## src/rtl/alu_seq_if.sv

```systemverilog
// alu_seq_if: command/result bus of the sequential ALU.
//   master : operand source and result sink (drives in_valid, a, b, cin, op,
//            out_ready; observes in_ready and the result group).
//   slave  : the ALU (accepts commands, returns result, carry, zero,
//            div_by_zero under out_valid/out_ready).
interface alu_seq_if #(
  parameter int WIDTH = 8
);
  logic                   in_valid;
  logic                   in_ready;
  logic [WIDTH-1:0]       a;
  logic [WIDTH-1:0]       b;
  logic                   cin;
  logic [2:0]             op;
  logic                   out_valid;
  logic                   out_ready;
  logic [2*WIDTH-1:0]     result;
  logic                   carry;
  logic                   zero;
  logic                   div_by_zero;

  modport master (
    output in_valid, a, b, cin, op, out_ready,
    input  in_ready, out_valid, result, carry, zero, div_by_zero
  );

  modport slave (
    input  in_valid, a, b, cin, op, out_ready,
    output in_ready, out_valid, result, carry, zero, div_by_zero
  );
endinterface

```

## src/rtl/alu_seq.sv

```systemverilog
// alu_seq: multi-cycle unsigned ALU (add, sub, mul, div) on WIDTH-bit operands.
//   clk   : rising-edge clock
//   rst_n : asynchronous active-low reset
//   bus   : alu_seq_if.slave
//           in_valid/in_ready handshake carrying a, b, cin, op
//           out_valid/out_ready handshake carrying result, carry, zero,
//           div_by_zero
// add/sub/reserved/div-by-zero finish on the accept edge; mul (shift-add) and
// div (restoring) run WIDTH iterations, one bit per cycle.
module alu_seq #(
  parameter int WIDTH = 8
) (
  input  logic      clk,
  input  logic      rst_n,
  alu_seq_if.slave  bus
);

  localparam int CW = $clog2(WIDTH) + 1;

  localparam logic [2:0] OP_ADD = 3'b000;
  localparam logic [2:0] OP_SUB = 3'b001;
  localparam logic [2:0] OP_MUL = 3'b010;
  localparam logic [2:0] OP_DIV = 3'b011;

  typedef enum logic [1:0] {
    IDLE = 2'd0,
    BUSY = 2'd1,
    DONE = 2'd2
  } state_t;

  state_t               state_reg, state_next;
  logic [WIDTH-1:0]     b_reg;
  logic                 is_div_reg;
  logic [WIDTH-1:0]     hi_reg;      // mul: partial product high half; div: remainder
  logic [WIDTH-1:0]     lo_reg;      // mul: multiplier/low product; div: dividend/quotient
  logic [CW-1:0]        cnt_reg;
  logic [2*WIDTH-1:0]   result_reg;
  logic                 carry_reg;
  logic                 zero_reg;
  logic                 dbz_reg;

  logic                 accept;
  logic                 b_is_zero;
  logic                 last_iter;
  logic [WIDTH:0]       add_sum;
  logic [WIDTH:0]       sub_sum;
  logic [2*WIDTH-1:0]   quick_result;
  logic                 quick_carry;
  logic                 quick_dbz;
  logic [WIDTH:0]       mul_sum;
  logic [WIDTH:0]       div_shift;
  logic [WIDTH:0]       div_diff;
  logic                 div_ge;
  logic [WIDTH-1:0]     iter_hi;
  logic [WIDTH-1:0]     iter_lo;

  assign accept    = bus.in_valid && (state_reg == IDLE);
  assign b_is_zero = (bus.b == '0);
  assign last_iter = (cnt_reg == CW'(WIDTH - 1));

  // Subtraction as a + ~b + 1: bit WIDTH is the carry-out, whose inverse is
  // the borrow (a < b).
  assign add_sum = {1'b0, bus.a} + {1'b0, bus.b} + {{WIDTH{1'b0}}, bus.cin};
  assign sub_sum = {1'b0, bus.a} + {1'b0, ~bus.b} + {{WIDTH{1'b0}}, 1'b1};

  // Results of the ops that complete on the accept edge.
  always_comb begin
    quick_result = '0;
    quick_carry  = 1'b0;
    quick_dbz    = 1'b0;
    case (bus.op)
      OP_ADD: begin
        quick_result = {{WIDTH{1'b0}}, add_sum[WIDTH-1:0]};
        quick_carry  = add_sum[WIDTH];
      end
      OP_SUB: begin
        quick_result = {{WIDTH{1'b0}}, sub_sum[WIDTH-1:0]};
        quick_carry  = ~sub_sum[WIDTH];
      end
      OP_DIV: begin
        // Only taken when b == 0: quotient saturates, remainder is a.
        quick_result = {bus.a, {WIDTH{1'b1}}};
        quick_dbz    = 1'b1;
      end
      default: begin
        quick_result = '0;
      end
    endcase
  end

  // One shift-add step: add b when the current multiplier bit is set, then
  // shift the {carry, hi, lo} chain right by one.
  assign mul_sum = {1'b0, hi_reg} + (lo_reg[0] ? {1'b0, b_reg} : '0);

  // One restoring-division step. The shifted partial remainder is always
  // below 2*b, so bit WIDTH of the difference is set exactly when it went
  // negative.
  assign div_shift = {hi_reg, lo_reg[WIDTH-1]};
  assign div_diff  = div_shift - {1'b0, b_reg};
  assign div_ge    = ~div_diff[WIDTH];

  always_comb begin
    iter_hi = mul_sum[WIDTH:1];
    iter_lo = {mul_sum[0], lo_reg[WIDTH-1:1]};
    if (is_div_reg) begin
      iter_hi = div_ge ? div_diff[WIDTH-1:0] : div_shift[WIDTH-1:0];
      iter_lo = {lo_reg[WIDTH-2:0], div_ge};
    end
  end

  always_comb begin
    state_next = state_reg;
    case (state_reg)
      IDLE: begin
        if (accept) begin
          if ((bus.op == OP_MUL) || ((bus.op == OP_DIV) && !b_is_zero)) begin
            state_next = BUSY;
          end else begin
            state_next = DONE;
          end
        end
      end
      BUSY: begin
        if (last_iter) begin
          state_next = DONE;
        end
      end
      DONE: begin
        if (bus.out_ready) begin
          state_next = IDLE;
        end
      end
      default: state_next = IDLE;
    endcase
  end

  always_ff @(posedge clk or negedge rst_n) begin
    if (!rst_n) begin
      state_reg  <= IDLE;
      b_reg      <= '0;
      is_div_reg <= 1'b0;
      hi_reg     <= '0;
      lo_reg     <= '0;
      cnt_reg    <= '0;
      result_reg <= '0;
      carry_reg  <= 1'b0;
      zero_reg   <= 1'b0;
      dbz_reg    <= 1'b0;
    end else begin
      state_reg <= state_next;
      case (state_reg)
        IDLE: begin
          if (accept) begin
            // mul and div share the same start: hi = 0, lo = a.
            b_reg      <= bus.b;
            is_div_reg <= bus.op[0];
            hi_reg     <= '0;
            lo_reg     <= bus.a;
            cnt_reg    <= '0;
            if (state_next == DONE) begin
              result_reg <= quick_result;
              carry_reg  <= quick_carry;
              zero_reg   <= (quick_result == '0);
              dbz_reg    <= quick_dbz;
            end
          end
        end
        BUSY: begin
          hi_reg  <= iter_hi;
          lo_reg  <= iter_lo;
          cnt_reg <= cnt_reg + CW'(1);
          if (last_iter) begin
            result_reg <= {iter_hi, iter_lo};
            carry_reg  <= 1'b0;
            zero_reg   <= ({iter_hi, iter_lo} == '0);
            dbz_reg    <= 1'b0;
          end
        end
        default: begin
          // DONE holds every output until the hand-off.
        end
      endcase
    end
  end

  assign bus.in_ready    = (state_reg == IDLE);
  assign bus.out_valid   = (state_reg == DONE);
  assign bus.result      = result_reg;
  assign bus.carry       = carry_reg;
  assign bus.zero        = zero_reg;
  assign bus.div_by_zero = dbz_reg;

endmodule

```

## src/flat_wrapper.sv

```systemverilog
// flat-port wrapper written by rule: the top's interface ports become plain ports
module alu_seq_flat 
#(
  parameter int WIDTH = 8
)
  (clk, rst_n, bus_in_valid, bus_a, bus_b, bus_cin, bus_op, bus_out_ready, bus_in_ready, bus_out_valid, bus_result, bus_carry, bus_zero, bus_div_by_zero);
  alu_seq_if #(.WIDTH(WIDTH)) bus_i ();
  input  logic clk;
  input  logic rst_n;
  input wire logic [$bits(bus_i.in_valid)-1:0] bus_in_valid;
  input wire logic [$bits(bus_i.a)-1:0] bus_a;
  input wire logic [$bits(bus_i.b)-1:0] bus_b;
  input wire logic [$bits(bus_i.cin)-1:0] bus_cin;
  input wire logic [$bits(bus_i.op)-1:0] bus_op;
  input wire logic [$bits(bus_i.out_ready)-1:0] bus_out_ready;
  output wire logic [$bits(bus_i.in_ready)-1:0] bus_in_ready;
  output wire logic [$bits(bus_i.out_valid)-1:0] bus_out_valid;
  output wire logic [$bits(bus_i.result)-1:0] bus_result;
  output wire logic [$bits(bus_i.carry)-1:0] bus_carry;
  output wire logic [$bits(bus_i.zero)-1:0] bus_zero;
  output wire logic [$bits(bus_i.div_by_zero)-1:0] bus_div_by_zero;
  assign bus_i.in_valid = bus_in_valid;
  assign bus_i.a = bus_a;
  assign bus_i.b = bus_b;
  assign bus_i.cin = bus_cin;
  assign bus_i.op = bus_op;
  assign bus_i.out_ready = bus_out_ready;
  assign bus_in_ready = bus_i.in_ready;
  assign bus_out_valid = bus_i.out_valid;
  assign bus_result = bus_i.result;
  assign bus_carry = bus_i.carry;
  assign bus_zero = bus_i.zero;
  assign bus_div_by_zero = bus_i.div_by_zero;
  alu_seq #(.WIDTH(WIDTH)) u_core (.clk(clk), .rst_n(rst_n), .bus(bus_i));
endmodule
```

## config.mk

```make
export PLATFORM = sky130hd
export DESIGN_NAME = alu_seq_flat
export DESIGN_NICKNAME = d
export VERILOG_FILES = /design/src/rtl/alu_seq_if.sv /design/src/rtl/alu_seq.sv /design/src/flat_wrapper.sv
export SDC_FILE = /design/constraint.sdc
export NUM_CORES = 1
export LEC_CHECK = 0
export ABC_AREA = 1
export BUFFER_PORTS_ARGS = -buffer_cell sky130_fd_sc_hd__buf_2
export CAP_MARGIN = 15
export CORE_MARGIN = 2
export CORE_UTILIZATION = 50
export DETAILED_ROUTE_END_ITERATION = 10
export PLACE_DENSITY = 0.77
export REMOVE_ABC_BUFFERS = 1
export SLEW_MARGIN = 10
export SYNTH_ARGS = -nofsm -noshare
export SYNTH_HDL_FRONTEND = slang
export SYNTH_SLANG_ARGS = --single-unit
```

## constraint.sdc

```tcl
create_clock -name clk -period 2.3 [get_ports clk]
set_input_delay 0.345 -clock clk [delete_from_list [all_inputs] [get_ports clk]]
set_output_delay 0.345 -clock clk [all_outputs]
set_load 0.01 [all_outputs]
```

==> metrics.txt <==
drt first pass iters 6; Placement Cell Area 4590 um2; path depth of the worst reg2reg path 15; fin crit share 99.7%; antenna fix cells 0; HPWL Detailed 9.52 mm; min-delay worst type in2async; first-pass GRT wire length 19.1 mm; GP Congestion 0.924; Crit. End Element register; Final #Nets 707; Critical-path top delay cell dfrtp_1; core area 8130 um2; R2R Path Start u_core.lo_reg[7]; DR vias/cell 5.68; Die X 95.2 um; Root Driver clkbuf_8; max reg flops 16; cell area after layout 4830 um2; Detailed Route WL 12.0 mm; most frequent cell on the critical path nand2_2; Worst Path Arrival 2.50 ns; pin count of the biggest net entering global routing 31; die area 9060 um2; port bufs 44; CTS Sinks 50; DR iter-0 viols 295; top post-synthesis cells by count nand2_1 (150), inv_1 (79), nand3_1 (74), dfrtp_1 (50); PD cells 715 nW/um2; Clock Path Buffers 2; Post-Syn Instances 582; Remaining Overflow, GRT 0; share of cells above drive strength 1 22.0%; Rel. slew slack 45.0%; Layout area overhead 16.2%; Lkg Pwr 2.66 nW; CP peak stage delay 0.40 ns; Worst Path Max Fanout 8; VDD IR max 0.296 mV; Antenna Nets Post-Route 0; FF+latch count, synth 50; Total GRT Usage 27.5%; Worst R2R End u_core.bus.result[12]; RSZ-0062 raised after global routing yes; most common cell in the netlist nand2_1; sequential-to-total area share from yosys stat 30.1%; CTS tree built; placed insts 739; type of origin of the critical path register; drt wl/cell 16.0 um; total number of vias 4266; num ports 45; Yosys cell types 45; Clock transition at path regs 0.09 ns; htree depth 2; Worst Max-Slew Pin Slew 0.823 ns; max cap viols 0; Yosys top cell by area dfrtp_1; max frequency 0.436 GHz; CP Class reg2reg; crit-path cells inv_2, ha_4, inv_4, fa_2, nand2_2, nand2_4, nand3_4, nand2_2, nand2_2, nand2_4, nand3_1, nand3_2, nand2_2, o31ai_1, mux2_4; Final min period 2.29 ns; top cell type's share of synthesized area 30.1%; status finished, final reports clean; pre-CTS WS -0.0735 ns; initial core utilization 51.1%; initial antenna violation count 0; CP required 2.51 ns; DRC errors left 0; Mean Syn Cell Area 7.15 um2; Post-synth EDFFs 0; vias in the first global route 4046; Final Hold Viols 0; Top FF cell, synth dfrtp_1; hold_buf cts 0; Final Skew 0.00901 ns; synthesized area 4160 um2; Die H 95.2 um; clk_lat worst skew 0.31 ns; r2r setup slk 0.007 ns; Yosys warning total 0; row count 33; asr flop ratio synth 100%; Final Setup Violations 0; post-route insts no fill 751; fin worst setup slack 0.00716 ns; CTS buffer count 5; largest cells by area after synthesis dfrtp_1 (30%), nand2_1 (14%), ha_1 (9.9%), nand3_1 (8.9%), inv_1 (7.1%); Max Slew Vio Count 0
[cell families (layout without fill, tap and decap cells)]
| kind of cell | count (synthesis) | in the layout | synth area share (%) |
|---|---|---|---|
| mux | 4 | 4 | 1.17 |
| fa+ha+maj | 38 | 38 | 12.3 |
| xor+xnor | 7 | 7 | 1.47 |
| simple gates | 293 | 293 | 31.7 |
| flops | 50 | 50 | 30.1 |
| compound gates | 88 | 88 | 13.0 |
| buf+inv | 102 | 166 | 10.2 |
[cells in the final DEF, fill, tap and decap left out, types with 5 or more instances in the layout]
master,n
nand2_2,16
o21ai_0,31
buf_2,44
nand3_1,69
nor2_1,33
nand2_1,139
dfrtp_1,50
nand2_4,5
inv_2,9
nand3_2,10
o211ai_1,5
nand4_1,7
a31oi_1,6
ha_1,31
xnor2_1,5
a21oi_2,6
inv_1,75
o21ai_1,5
buf_4,27
a21oi_1,17
clkbuf_8,6
[stage by stage]
step	utilization, %	power [mW]	hold WS [ns]	setup TNS, ns
2_1_floorplan	-	2.21	0.0494	0
3_3_place_gp	56.5	2.72	0.418	-0.0821
3_5_place_dp	56.5	2.76	0.424	-0.161
4_1_cts	57.7	3.33	0.0867	0
5_1_grt	59.4	3.70	0.119	-0.322
6_report	59.4	3.46	0.0697	0
[metal layers]
layer / part of all wire (%) / global-route usage, % / vias to the layer above
met3: 5.1 / 3.16 / 31
met5: 0 / 0 / -
met4: 2.7 / 9.42 / 0
met2: 50 / 49.1 / 161
li1: - / - / 2054
met1: 42 / 34.3 / 2020
[report_power, final]
part           internal (mW)  leakage [nW]  switching, mW
combinational          0.668          1.96           1.05
clock                  0.249        0.0489          0.307
sequential              1.05         0.648          0.133
[how the worst max path moves through the flow]
stage                           from                    end  slack [ns]  cells after the start
global route         u_core.b_reg[0]        u_core.bus.zero       -0.14                     21
floorplan           u_core.lo_reg[7]  u_core.bus.result[12]        0.13                     15
finish              u_core.lo_reg[7]  u_core.bus.result[12]       0.007                     15
global placement            bus_a[0]        u_core.bus.zero       -0.08                     14
detailed placement          bus_a[0]        u_core.bus.zero       -0.07                     14
CTS                 u_core.lo_reg[7]  u_core.bus.result[12]       0.006                     15
[worst max-delay path: cells and delay by family, from the launching register on]
kind | cells | cell delay [ns]
AOI/OAI and AO/OA | 1 | 0.07
adders and majority gates | 2 | 0.51
buffers and inverters | 2 | 0.11
DFF | 1 | 0.40
muxes | 1 | 0.26
and+or+nand+nor | 9 | 0.85
[repair_timing]
| item | 4_1_cts | 5_1_grt |
|---|---|---|
| setup buffers | 0 | 4 |
| gates resized for setup | 2 | 36 |
| pin swaps | 1 | 21 |
| hold endpoints to repair | 0 | 0 |
| setup endpoints to repair | 5 | 16 |
[area by class of cell]
| cell class | count | area (um2) |
|---|---|---|
| clock inverters | 1 | 8.76 |
| well taps | 105 | 131 |
| fillers | 773 | 3300 |
| clock buffers | 7 | 86.3 |
| repair buffers | 73 | 445 |
| multi-input cells | 430 | 2590 |
| flip-flops and latches | 50 | 1250 |
| inverters | 85 | 322 |
Power figures use the tool's default switching activity.
